`config.mk`:
```
export PLATFORM = sky130hd
export DESIGN_NAME = efuse_pgm_verify_ctrl_flat
export DESIGN_NICKNAME = d
export VERILOG_FILES = /design/src/rtl/efuse_pgm_verify_ctrl_if.sv /design/src/rtl/efuse_pgm_verify_ctrl.sv /design/src/flat_wrapper.sv
export SDC_FILE = /design/constraint.sdc
export NUM_CORES = 1
export LEC_CHECK = 0
export CAP_MARGIN = 20
export CORE_MARGIN = 4
export CORE_UTILIZATION = 40
export DETAILED_ROUTE_END_ITERATION = 8
export PLACE_DENSITY = 0.66
export SLEW_MARGIN = 25
export SYNTH_ARGS = -nofsm -noshare
export SYNTH_HDL_FRONTEND = slang
export SYNTH_SLANG_ARGS = --single-unit
```
`constraint.sdc`:
```
create_clock -name i_clk -period 3.1 [get_ports i_clk]
set_clock_uncertainty 0.1 [all_clocks]
set_input_delay 0.31 -clock i_clk [delete_from_list [all_inputs] [get_ports i_clk]]
set_output_delay 0.31 -clock i_clk [all_outputs]
set_load 0.1 [all_outputs]
```
`src/rtl/efuse_pgm_verify_ctrl_if.sv`:
```
// efuse_pgm_verify_ctrl_if: request/status and eFuse macro signals of the sequencer.
// master = register block + macro side, slave = sequencer.
interface efuse_pgm_verify_ctrl_if #(
    parameter int NBITS = 256,
    parameter int DW    = 8,
    parameter int NW    = 64
);
    localparam int SELW = (NBITS / NW > 1) ? $clog2(NBITS / NW) : 1;
    localparam int AW   = $clog2(NBITS);

    logic            i_start;
    logic            i_mode;
    logic [SELW-1:0] i_sel;
    logic [NW-1:0]   i_wdata;
    logic [15:0]     i_password;
    logic [5:0]      i_trd;
    logic [9:0]      i_tpgm;
    logic            o_busy;
    logic            o_done;
    logic [1:0]      o_status;
    logic [NW-1:0]   o_rdata;
    logic [2:0]      o_retry_cnt;
    logic            o_efuse_pgmen;
    logic            o_efuse_rden;
    logic            o_efuse_aen;
    logic [AW-1:0]   o_efuse_addr;
    logic [DW-1:0]   i_efuse_rdata;

    modport slave (
        input  i_start, i_mode, i_sel, i_wdata, i_password, i_trd, i_tpgm, i_efuse_rdata,
        output o_busy, o_done, o_status, o_rdata, o_retry_cnt,
               o_efuse_pgmen, o_efuse_rden, o_efuse_aen, o_efuse_addr
    );

    modport master (
        output i_start, i_mode, i_sel, i_wdata, i_password, i_trd, i_tpgm, i_efuse_rdata,
        input  o_busy, o_done, o_status, o_rdata, o_retry_cnt,
               o_efuse_pgmen, o_efuse_rden, o_efuse_aen, o_efuse_addr
    );
endinterface

```
`src/rtl/efuse_pgm_verify_ctrl.sv`:
```
// efuse_pgm_verify_ctrl: eFuse word read, bit-serial program, read-back verify with bounded retry.
// Optional macro EFUSE_BLANK_CHECK_EN: pre-read the target word before programming and
// end with status 3 (no program strobe) if any bit is already blown.
//
// state    | meaning
// IDLE     | waiting for start
// CHK      | password check, choose read or program path
// RD_SU    | read setup, rden high
// RD_STB   | read strobe, aen high for trd cycles, byte captured on last cycle
// RD_HD    | read hold, advance to next byte
// PG_SCAN  | walk pending mask, one cycle per bit
// PG_SU    | program setup, pgmen high
// PG_STB   | program strobe, aen high for tpgm cycles
// PG_HD    | program hold, advance to next bit
// DONE     | done pulse, status/rdata/retry_cnt valid
module efuse_pgm_verify_ctrl #(
    parameter int          NBITS     = 256,
    parameter int          DW        = 8,
    parameter int          NW        = 64,
    parameter int          MAX_RETRY = 3,
    parameter logic [15:0] PASSWORD  = 16'hA5C3
) (
    input  logic                   i_clk,
    input  logic                   i_rst,
    efuse_pgm_verify_ctrl_if.slave bus
);
    localparam int SELW = (NBITS / NW > 1) ? $clog2(NBITS / NW) : 1;
    localparam int AW   = $clog2(NBITS);
    localparam int NB   = NW / DW;
    localparam int KW   = (NB > 1) ? $clog2(NB) : 1;
    localparam int IW   = $clog2(NW);

    typedef enum logic [3:0] {
        S_IDLE, S_CHK, S_RD_SU, S_RD_STB, S_RD_HD,
        S_PG_SCAN, S_PG_SU, S_PG_STB, S_PG_HD, S_DONE
    } state_t;

    localparam logic [1:0] PH_READ   = 2'd0;
    localparam logic [1:0] PH_VERIFY = 2'd2;
`ifdef EFUSE_BLANK_CHECK_EN
    localparam logic [1:0] PH_BLANK  = 2'd1;
`endif

    state_t          r_state, w_next;
    logic            r_mode, r_pw_ok;
    logic [SELW-1:0] r_sel;
    logic [NW-1:0]   r_wdata, r_mask, r_word, r_rdata;
    logic [5:0]      r_trd;
    logic [9:0]      r_tpgm, r_tmr;
    logic [KW-1:0]   r_k;
    logic [IW-1:0]   r_i;
    logic [2:0]      r_retry, r_retry_cnt;
    logic [1:0]      r_phase, r_status;

    logic            w_last_k, w_last_i, w_tmr_zero, w_bit;
    logic [NW-1:0]   w_fail, w_mask_nx;
    logic            w_rd_begin, w_pg_begin, w_finish, w_retry;
    logic [1:0]      w_phase_nx, w_status_nx;
    logic            w_rden, w_pgmen, w_aen;
    logic [AW-1:0]   w_base, w_addr;

    assign w_last_k   = (r_k == KW'(NB - 1));
    assign w_last_i   = (r_i == IW'(NW - 1));
    assign w_tmr_zero = (r_tmr == '0);
    assign w_bit      = r_mask[r_i];
    assign w_fail     = r_wdata & ~r_word;
    assign w_base     = AW'(r_sel) << IW;

    // state register
    always_ff @(posedge i_clk) begin
        if (i_rst) r_state <= S_IDLE;
        else       r_state <= w_next;
    end

    // next-state, macro strobes and datapath load requests
    always_comb begin
        w_next      = r_state;
        w_rden      = 1'b0;
        w_pgmen     = 1'b0;
        w_aen       = 1'b0;
        w_rd_begin  = 1'b0;
        w_pg_begin  = 1'b0;
        w_finish    = 1'b0;
        w_retry     = 1'b0;
        w_phase_nx  = PH_READ;
        w_status_nx = 2'd0;
        w_mask_nx   = r_wdata;
        case (r_state)
            S_IDLE: if (bus.i_start) w_next = S_CHK;
            S_CHK: begin
                if (!r_mode) begin
                    w_next = S_RD_SU; w_rd_begin = 1'b1; w_phase_nx = PH_READ;
                end else if (!r_pw_ok) begin
                    w_next = S_DONE; w_finish = 1'b1; w_status_nx = 2'd2;
`ifdef EFUSE_BLANK_CHECK_EN
                end else begin
                    w_next = S_RD_SU; w_rd_begin = 1'b1; w_phase_nx = PH_BLANK;
                end
`else
                end else if (r_wdata == '0) begin
                    w_next = S_RD_SU; w_rd_begin = 1'b1; w_phase_nx = PH_VERIFY;
                end else begin
                    w_next = S_PG_SCAN; w_pg_begin = 1'b1;
                end
`endif
            end
            S_RD_SU: begin
                w_rden = 1'b1;
                w_next = S_RD_STB;
            end
            S_RD_STB: begin
                w_rden = 1'b1;
                w_aen  = 1'b1;
                if (w_tmr_zero) w_next = S_RD_HD;
            end
            S_RD_HD: begin
                w_rden = 1'b1;
                if (!w_last_k) begin
                    w_next = S_RD_SU;
                end else begin
                    case (r_phase)
`ifdef EFUSE_BLANK_CHECK_EN
                        PH_BLANK: begin
                            if (r_word != '0) begin
                                w_next = S_DONE; w_finish = 1'b1; w_status_nx = 2'd3;
                            end else if (r_wdata == '0) begin
                                w_next = S_RD_SU; w_rd_begin = 1'b1; w_phase_nx = PH_VERIFY;
                            end else begin
                                w_next = S_PG_SCAN; w_pg_begin = 1'b1;
                            end
                        end
`endif
                        PH_VERIFY: begin
                            if (w_fail == '0) begin
                                w_next = S_DONE; w_finish = 1'b1; w_status_nx = 2'd0;
                            end else if (r_retry < 3'(MAX_RETRY)) begin
                                w_next = S_PG_SCAN; w_pg_begin = 1'b1;
                                w_mask_nx = w_fail; w_retry = 1'b1;
                            end else begin
                                w_next = S_DONE; w_finish = 1'b1; w_status_nx = 2'd1;
                            end
                        end
                        default: begin
                            w_next = S_DONE; w_finish = 1'b1; w_status_nx = 2'd0;
                        end
                    endcase
                end
            end
            S_PG_SCAN: begin
                if (w_bit) begin
                    w_next = S_PG_SU;
                end else if (w_last_i) begin
                    w_next = S_RD_SU; w_rd_begin = 1'b1; w_phase_nx = PH_VERIFY;
                end
            end
            S_PG_SU: begin
                w_pgmen = 1'b1;
                w_next  = S_PG_STB;
            end
            S_PG_STB: begin
                w_pgmen = 1'b1;
                w_aen   = 1'b1;
                if (w_tmr_zero) w_next = S_PG_HD;
            end
            S_PG_HD: begin
                w_pgmen = 1'b1;
                if (w_last_i) begin
                    w_next = S_RD_SU; w_rd_begin = 1'b1; w_phase_nx = PH_VERIFY;
                end else begin
                    w_next = S_PG_SCAN;
                end
            end
            S_DONE:  w_next = S_IDLE;
            default: w_next = S_IDLE;
        endcase
    end

    // macro bit address: byte base while reading, bit position while programming
    always_comb begin
        w_addr = '0;
        if (w_rden)       w_addr = w_base + AW'(int'(r_k) * DW);
        else if (w_pgmen) w_addr = w_base + AW'(r_i);
    end

    // request latch, timers, byte/bit counters, word assembly and result registers
    always_ff @(posedge i_clk) begin
        if (i_rst) begin
            r_mode <= 1'b0; r_pw_ok <= 1'b0; r_sel <= '0; r_wdata <= '0;
            r_trd <= 6'd1; r_tpgm <= 10'd1; r_tmr <= '0; r_k <= '0; r_i <= '0;
            r_mask <= '0; r_word <= '0; r_retry <= '0; r_phase <= PH_READ;
            r_status <= 2'd0; r_rdata <= '0; r_retry_cnt <= '0;
        end else begin
            if (r_state == S_IDLE && bus.i_start) begin
                r_mode  <= bus.i_mode;
                r_pw_ok <= (bus.i_password == PASSWORD);
                r_sel   <= bus.i_sel;
                r_wdata <= bus.i_wdata;
                r_trd   <= (bus.i_trd == '0) ? 6'd1 : bus.i_trd;
                r_tpgm  <= (bus.i_tpgm == '0) ? 10'd1 : bus.i_tpgm;
                r_word  <= '0;
                r_retry <= '0;
            end
            if (r_state == S_RD_SU)      r_tmr <= 10'(r_trd) - 10'd1;
            else if (r_state == S_PG_SU) r_tmr <= r_tpgm - 10'd1;
            else if (!w_tmr_zero)        r_tmr <= r_tmr - 10'd1;
            if (w_rd_begin) begin
                r_k     <= '0;
                r_phase <= w_phase_nx;
            end else if (r_state == S_RD_HD && !w_last_k) begin
                r_k <= r_k + KW'(1);
            end
            if (r_state == S_RD_STB && w_tmr_zero) r_word[int'(r_k)*DW +: DW] <= bus.i_efuse_rdata;
            if (w_pg_begin) begin
                r_i    <= '0;
                r_mask <= w_mask_nx;
            end else if ((r_state == S_PG_SCAN && !w_bit) || r_state == S_PG_HD) begin
                r_i <= r_i + IW'(1);
            end
            if (w_retry) r_retry <= r_retry + 3'd1;
            if (w_finish) begin
                r_status    <= w_status_nx;
                r_rdata     <= r_word;
                r_retry_cnt <= r_retry;
            end
        end
    end

    assign bus.o_busy        = (r_state != S_IDLE);
    assign bus.o_done        = (r_state == S_DONE);
    assign bus.o_status      = r_status;
    assign bus.o_rdata       = r_rdata;
    assign bus.o_retry_cnt   = r_retry_cnt;
    assign bus.o_efuse_pgmen = w_pgmen;
    assign bus.o_efuse_rden  = w_rden;
    assign bus.o_efuse_aen   = w_aen;
    assign bus.o_efuse_addr  = w_addr;
endmodule
```
`src/flat_wrapper.sv`:
```
// flat-port wrapper written by rule: the top's interface ports become plain ports
module efuse_pgm_verify_ctrl_flat 
#(
    parameter int          NBITS     = 256,
    parameter int          DW        = 8,
    parameter int          NW        = 64,
    parameter int          MAX_RETRY = 3,
    parameter logic [15:0] PASSWORD  = 16'hA5C3
)
  (i_clk, i_rst, bus_i_start, bus_i_mode, bus_i_sel, bus_i_wdata, bus_i_password, bus_i_trd, bus_i_tpgm, bus_i_efuse_rdata, bus_o_busy, bus_o_done, bus_o_status, bus_o_rdata, bus_o_retry_cnt, bus_o_efuse_pgmen, bus_o_efuse_rden, bus_o_efuse_aen, bus_o_efuse_addr);
  efuse_pgm_verify_ctrl_if #(.NBITS(NBITS), .DW(DW), .NW(NW)) bus_i ();
  input  logic i_clk;
  input  logic i_rst;
  input wire logic [$bits(bus_i.i_start)-1:0] bus_i_start;
  input wire logic [$bits(bus_i.i_mode)-1:0] bus_i_mode;
  input wire logic [$bits(bus_i.i_sel)-1:0] bus_i_sel;
  input wire logic [$bits(bus_i.i_wdata)-1:0] bus_i_wdata;
  input wire logic [$bits(bus_i.i_password)-1:0] bus_i_password;
  input wire logic [$bits(bus_i.i_trd)-1:0] bus_i_trd;
  input wire logic [$bits(bus_i.i_tpgm)-1:0] bus_i_tpgm;
  input wire logic [$bits(bus_i.i_efuse_rdata)-1:0] bus_i_efuse_rdata;
  output wire logic [$bits(bus_i.o_busy)-1:0] bus_o_busy;
  output wire logic [$bits(bus_i.o_done)-1:0] bus_o_done;
  output wire logic [$bits(bus_i.o_status)-1:0] bus_o_status;
  output wire logic [$bits(bus_i.o_rdata)-1:0] bus_o_rdata;
  output wire logic [$bits(bus_i.o_retry_cnt)-1:0] bus_o_retry_cnt;
  output wire logic [$bits(bus_i.o_efuse_pgmen)-1:0] bus_o_efuse_pgmen;
  output wire logic [$bits(bus_i.o_efuse_rden)-1:0] bus_o_efuse_rden;
  output wire logic [$bits(bus_i.o_efuse_aen)-1:0] bus_o_efuse_aen;
  output wire logic [$bits(bus_i.o_efuse_addr)-1:0] bus_o_efuse_addr;
  assign bus_i.i_start = bus_i_start;
  assign bus_i.i_mode = bus_i_mode;
  assign bus_i.i_sel = bus_i_sel;
  assign bus_i.i_wdata = bus_i_wdata;
  assign bus_i.i_password = bus_i_password;
  assign bus_i.i_trd = bus_i_trd;
  assign bus_i.i_tpgm = bus_i_tpgm;
  assign bus_i.i_efuse_rdata = bus_i_efuse_rdata;
  assign bus_o_busy = bus_i.o_busy;
  assign bus_o_done = bus_i.o_done;
  assign bus_o_status = bus_i.o_status;
  assign bus_o_rdata = bus_i.o_rdata;
  assign bus_o_retry_cnt = bus_i.o_retry_cnt;
  assign bus_o_efuse_pgmen = bus_i.o_efuse_pgmen;
  assign bus_o_efuse_rden = bus_i.o_efuse_rden;
  assign bus_o_efuse_aen = bus_i.o_efuse_aen;
  assign bus_o_efuse_addr = bus_i.o_efuse_addr;
  efuse_pgm_verify_ctrl #(.NBITS(NBITS), .DW(DW), .NW(NW), .MAX_RETRY(MAX_RETRY), .PASSWORD(PASSWORD)) u_core (.i_clk(i_clk), .i_rst(i_rst), .bus(bus_i));
endmodule
```
==> results.txt <==
Overall via count from detail_route: 14,225
Clock group share of total power: 41.8%
Fraction of power consumed by combinational cells: 15.6%
Number of standard-cell rows in the floorplan: 68
Placement-stage cell area: 16,600 sq um
Unrepaired setup endpoints after global routing: no
Reg clk slew, reported paths: 0.06 ns
Overflow after GRT: 0
Total Negative Setup Slacks: 0 ns
Power consumption: 10.1 mW
Final max-slew violation count: 0
Critical Path Fanout Max: 21
TritonCTS clock tree: built
Maximum number of pins on one net before global-route repair: 149
Sequential area share after synthesis: 43.7%
Number of diodes: 0
EDFF count, synth: 0
Syn_area_per_cell: 8.13 sq um
Core outline area: 34,600 sq um
Synth Cell Area: 14,100 sq um
Layout-stage area growth over the synthesis result: 26.3%
Seq. cell area: 6170 sq um
Most used flip-flop cell after synthesis: dfxtp_1
Net Count, Synth: 1,856
Starting Density: 40.7%
Hold/Removal Path Class: in2reg
Async set-or-reset flop fraction in the synthesized netlist: 0%
Pleak: 6.28 nW
Synth Register Bits: 308
Worst endpoint data arrival time: 3.23 ns
Count of TritonRoute iterations in the first routing pass: 5
Final Routed Wirelength: 50,900 um
Hold_sp: i_rst
Netlist cell types: 60
Share of cells above drive strength 1: 13.3%
Post-route design area: 17,800 sq um
Placer congestion estimate: 0.950
Worst flop-to-flop path startpoint: u_core.r_wdata[13]
Number of clock buffers inserted by TritonCTS: 35
Worst-case reg-to-reg path depth: 10
Total Die Area: 38,300 sq um
CP Class: reg2reg
Max-cap violations: 0
Die height: 196 um
Least-Margin Pin Slew: 0.783 ns
Worst IR Drop VDD: 0.000452 V
Number of antenna violations at the first check in global routing: 0
Warning count from the yosys run: 0
Maximum number of buffers from clock root to sink: 3
Routed len/inst: 21.6 um
DP Worst Slack: 0.0943 ns
Min-Delay Path Depth: 2
Die span in x: 196 um
Pint: 7.29 mW
Kind of end point of the critical path: flop
Setup slack, reg-to-reg: 0.14 ns
Power density cells: 566 nW/um^2
Sink count of the clock tree: 308
Top-level port count: 192
Maximum operating frequency: 338 MHz
Utilization after layout: 51.4%
Post-Layout Cell Count: 2,353
Via count of the first global-routing pass: 13,317
Count of nets left with antenna violations after detail routing: 0
Remaining routing DRC violations: 0
Final Cycle Share: 95.5%
Fill cell instance count of the final layout: 3,281
Final setup vio count: 0
Cell count after synthesis: 1,735
Type of origin of the critical path: flop
Dpl hpwl: 35,600 um
Endpoint with the worst hold slack: u_core.r_trd[2]
Reg power frac: 42.6%
Number of nets at the end of the flow: 1,994
First-pass GRT wire length: 79,000 um
Multi-input combinational cell area: 7180 sq um
Number of instances in the placed design: 2,291
Net Sw Frac: 27.6%
Vias per Instance: 6.05
Number of H-tree branching levels: 2
Switching component of the power: 2.79 mW
Capturing point of the worst reg2reg path: u_core.r_mask[51]
GRT Overall Usage: 25.4%
Hold Vio Cnt, Final: 0
Run status: finished, final reports clean
Detailed Route Iter0 Violations: 1,825
Crit path setup slack, layout: 0.138 ns
Post-layout minimum cycle time: 2.96 ns
Data required time at the worst endpoint: 3.36 ns
Buffers added on ports: 191
Clock network latency to the later pin of the worst-skew pair: 0.51 ns
Clock tree root driver cell: clkbuf_16
Slew headroom: 47.7%
WHS: 0.0758 ns
[critical path, cell delays in order (launching register included)]
cell	delay, ns
dfxtp_1	0.36
nor2b_1	0.23
a2111oi_1	0.58
buf_4	0.22
nand4_1	0.14
nor4_4	0.32
buf_4	0.20
buf_4	0.29
o41ai_1	0.13
a32oi_1	0.19
nor2_1	0.06
[power groups by stage]
stage	Clock (mW)	Combinational [mW]	Sequential (mW)
finish	4.21	1.57	4.29
global route	4.41	1.71	4.30
CTS	4.24	1.56	4.28
detailed placement	0	1.55	4.37
global placement	0	1.53	4.36
floorplan	0	0.945	4.30
[logic make-up after synthesis]
kind of cell               after synthesis  share of synthesized area, %
AOI/OAI and AO/OA                      492                          22.4
buffers and inverters                  200                          6.00
muxes                                   47                          3.81
DFF                                    308                          43.7
and+or+nand+nor                        663                          22.3
adders and majority gates               11                         0.976
xor gates and xnor gates                14                         0.869
[registers in the layout (all words and copies together) (netlist names), 4 cells and up]
name                flops
u_core.bus.o_rdata     64
u_core.r_i              6
u_core.r_mask          64
u_core.r_state          4
u_core.r_tmr           10
u_core.r_tpgm          10
u_core.r_trd            6
u_core.r_wdata         64
u_core.r_word          64
[cell type report]
class                   instances  area share (%)
well taps                     455            3.20
clock inverters                11           0.766
flip-flops and latches        308            34.6
repair buffers                270            14.7
clock buffers                  51            5.76
inverters                      31           0.653
multi-input cells            1227            40.3
[routing by layer]
layer  global-route usage [%]  wire, um  vias up
met3                     5.41      4770      135
met5                        0         0        -
met1                     35.3     21700     6759
met4                     8.71      1870        0
met2                     39.1     22500      737
li1                         -         -     6594
[cells in the final DEF, fill, tap and decap left out, types with 5 or more instances in the layout]
| cell type | netlist | routed |
|---|---|---|
| mux2i_1 | 38 | 38 |
| and3_1 | 10 | 9 |
| o21ai_0 | 71 | 71 |
| nand2_1 | 206 | 205 |
| clkdlybuf4s50_1 | 0 | 108 |
| a22oi_1 | 6 | 6 |
| dfxtp_1 | 308 | 306 |
| clkbuf_8 | 0 | 10 |
| clkinv_2 | 0 | 6 |
| xnor2_1 | 9 | 9 |
| nor4_1 | 20 | 20 |
| xor2_1 | 5 | 5 |
| buf_4 | 11 | 136 |
| and2_1 | 6 | 6 |
| nor3_1 | 16 | 15 |
| a2111oi_0 | 17 | 15 |
| nor2_1 | 107 | 105 |
| a21oi_1 | 231 | 231 |
| mux4_2 | 5 | 5 |
| o41ai_1 | 65 | 65 |
| nand3_1 | 198 | 197 |
| inv_1 | 30 | 30 |
| clkbuf_1 | 121 | 7 |
| nor2b_1 | 57 | 55 |
| ha_1 | 11 | 11 |
| clkbuf_16 | 0 | 35 |
| a211oi_2 | 5 | 5 |
| a311oi_1 | 5 | 5 |
| nand4_1 | 18 | 18 |
| a32oi_1 | 65 | 65 |
| buf_12 | 0 | 25 |
[synth_stat cells (5+ instances only)]
master | instances | area, sq um
o21ai_0 | 71 | 355
o41ai_1 | 65 | 569
clkbuf_2 | 6 | 30.0
a32oi_1 | 65 | 569
or3_1 | 5 | 31.3
nand3_1 | 198 | 991
nand4_1 | 18 | 113
buf_4 | 11 | 82.6
and3_1 | 10 | 62.6
and2_1 | 6 | 37.5
dfxtp_1 | 308 | 6170
buf_2 | 22 | 110
nor2b_1 | 57 | 357
xnor2_1 | 9 | 78.8
a21oi_1 | 231 | 1160
a311oi_1 | 5 | 43.8
mux4_2 | 5 | 113
nor2_1 | 107 | 402
clkbuf_1 | 121 | 454
xor2_1 | 5 | 43.8
ha_1 | 11 | 138
nor3_1 | 16 | 80.1
nand2_1 | 206 | 773
nor4_1 | 20 | 125
a22oi_1 | 6 | 45.0
a211oi_2 | 5 | 62.6
a2111oi_0 | 17 | 149
inv_1 | 30 | 113
mux2i_1 | 38 | 380
buf_1 | 7 | 26.3
[how the worst max path moves through the flow]
stage	start	to	cells past startpoint	slack, ns
after CTS	u_core.r_word[41]	u_core.r_state[2]	9	0.05
after global routing	u_core.r_word[23]	u_core.r_mask[49]	11	0.01
after floorplan	u_core.r_state[2]	bus_o_efuse_addr[6]	5	0.30
final	u_core.r_wdata[13]	u_core.r_mask[51]	10	0.14
after global placement	u_core.r_word[62]	u_core.r_state[2]	9	0.05
after detailed placement	u_core.r_word[41]	u_core.r_state[2]	9	0.09
[timing repair]
item	CTS	global route
hold buffers	0	0
buffers inserted	0	0
gates resized for setup	0	4
setup endpoints to repair	0	143
(Power assumes the default switching activity.)
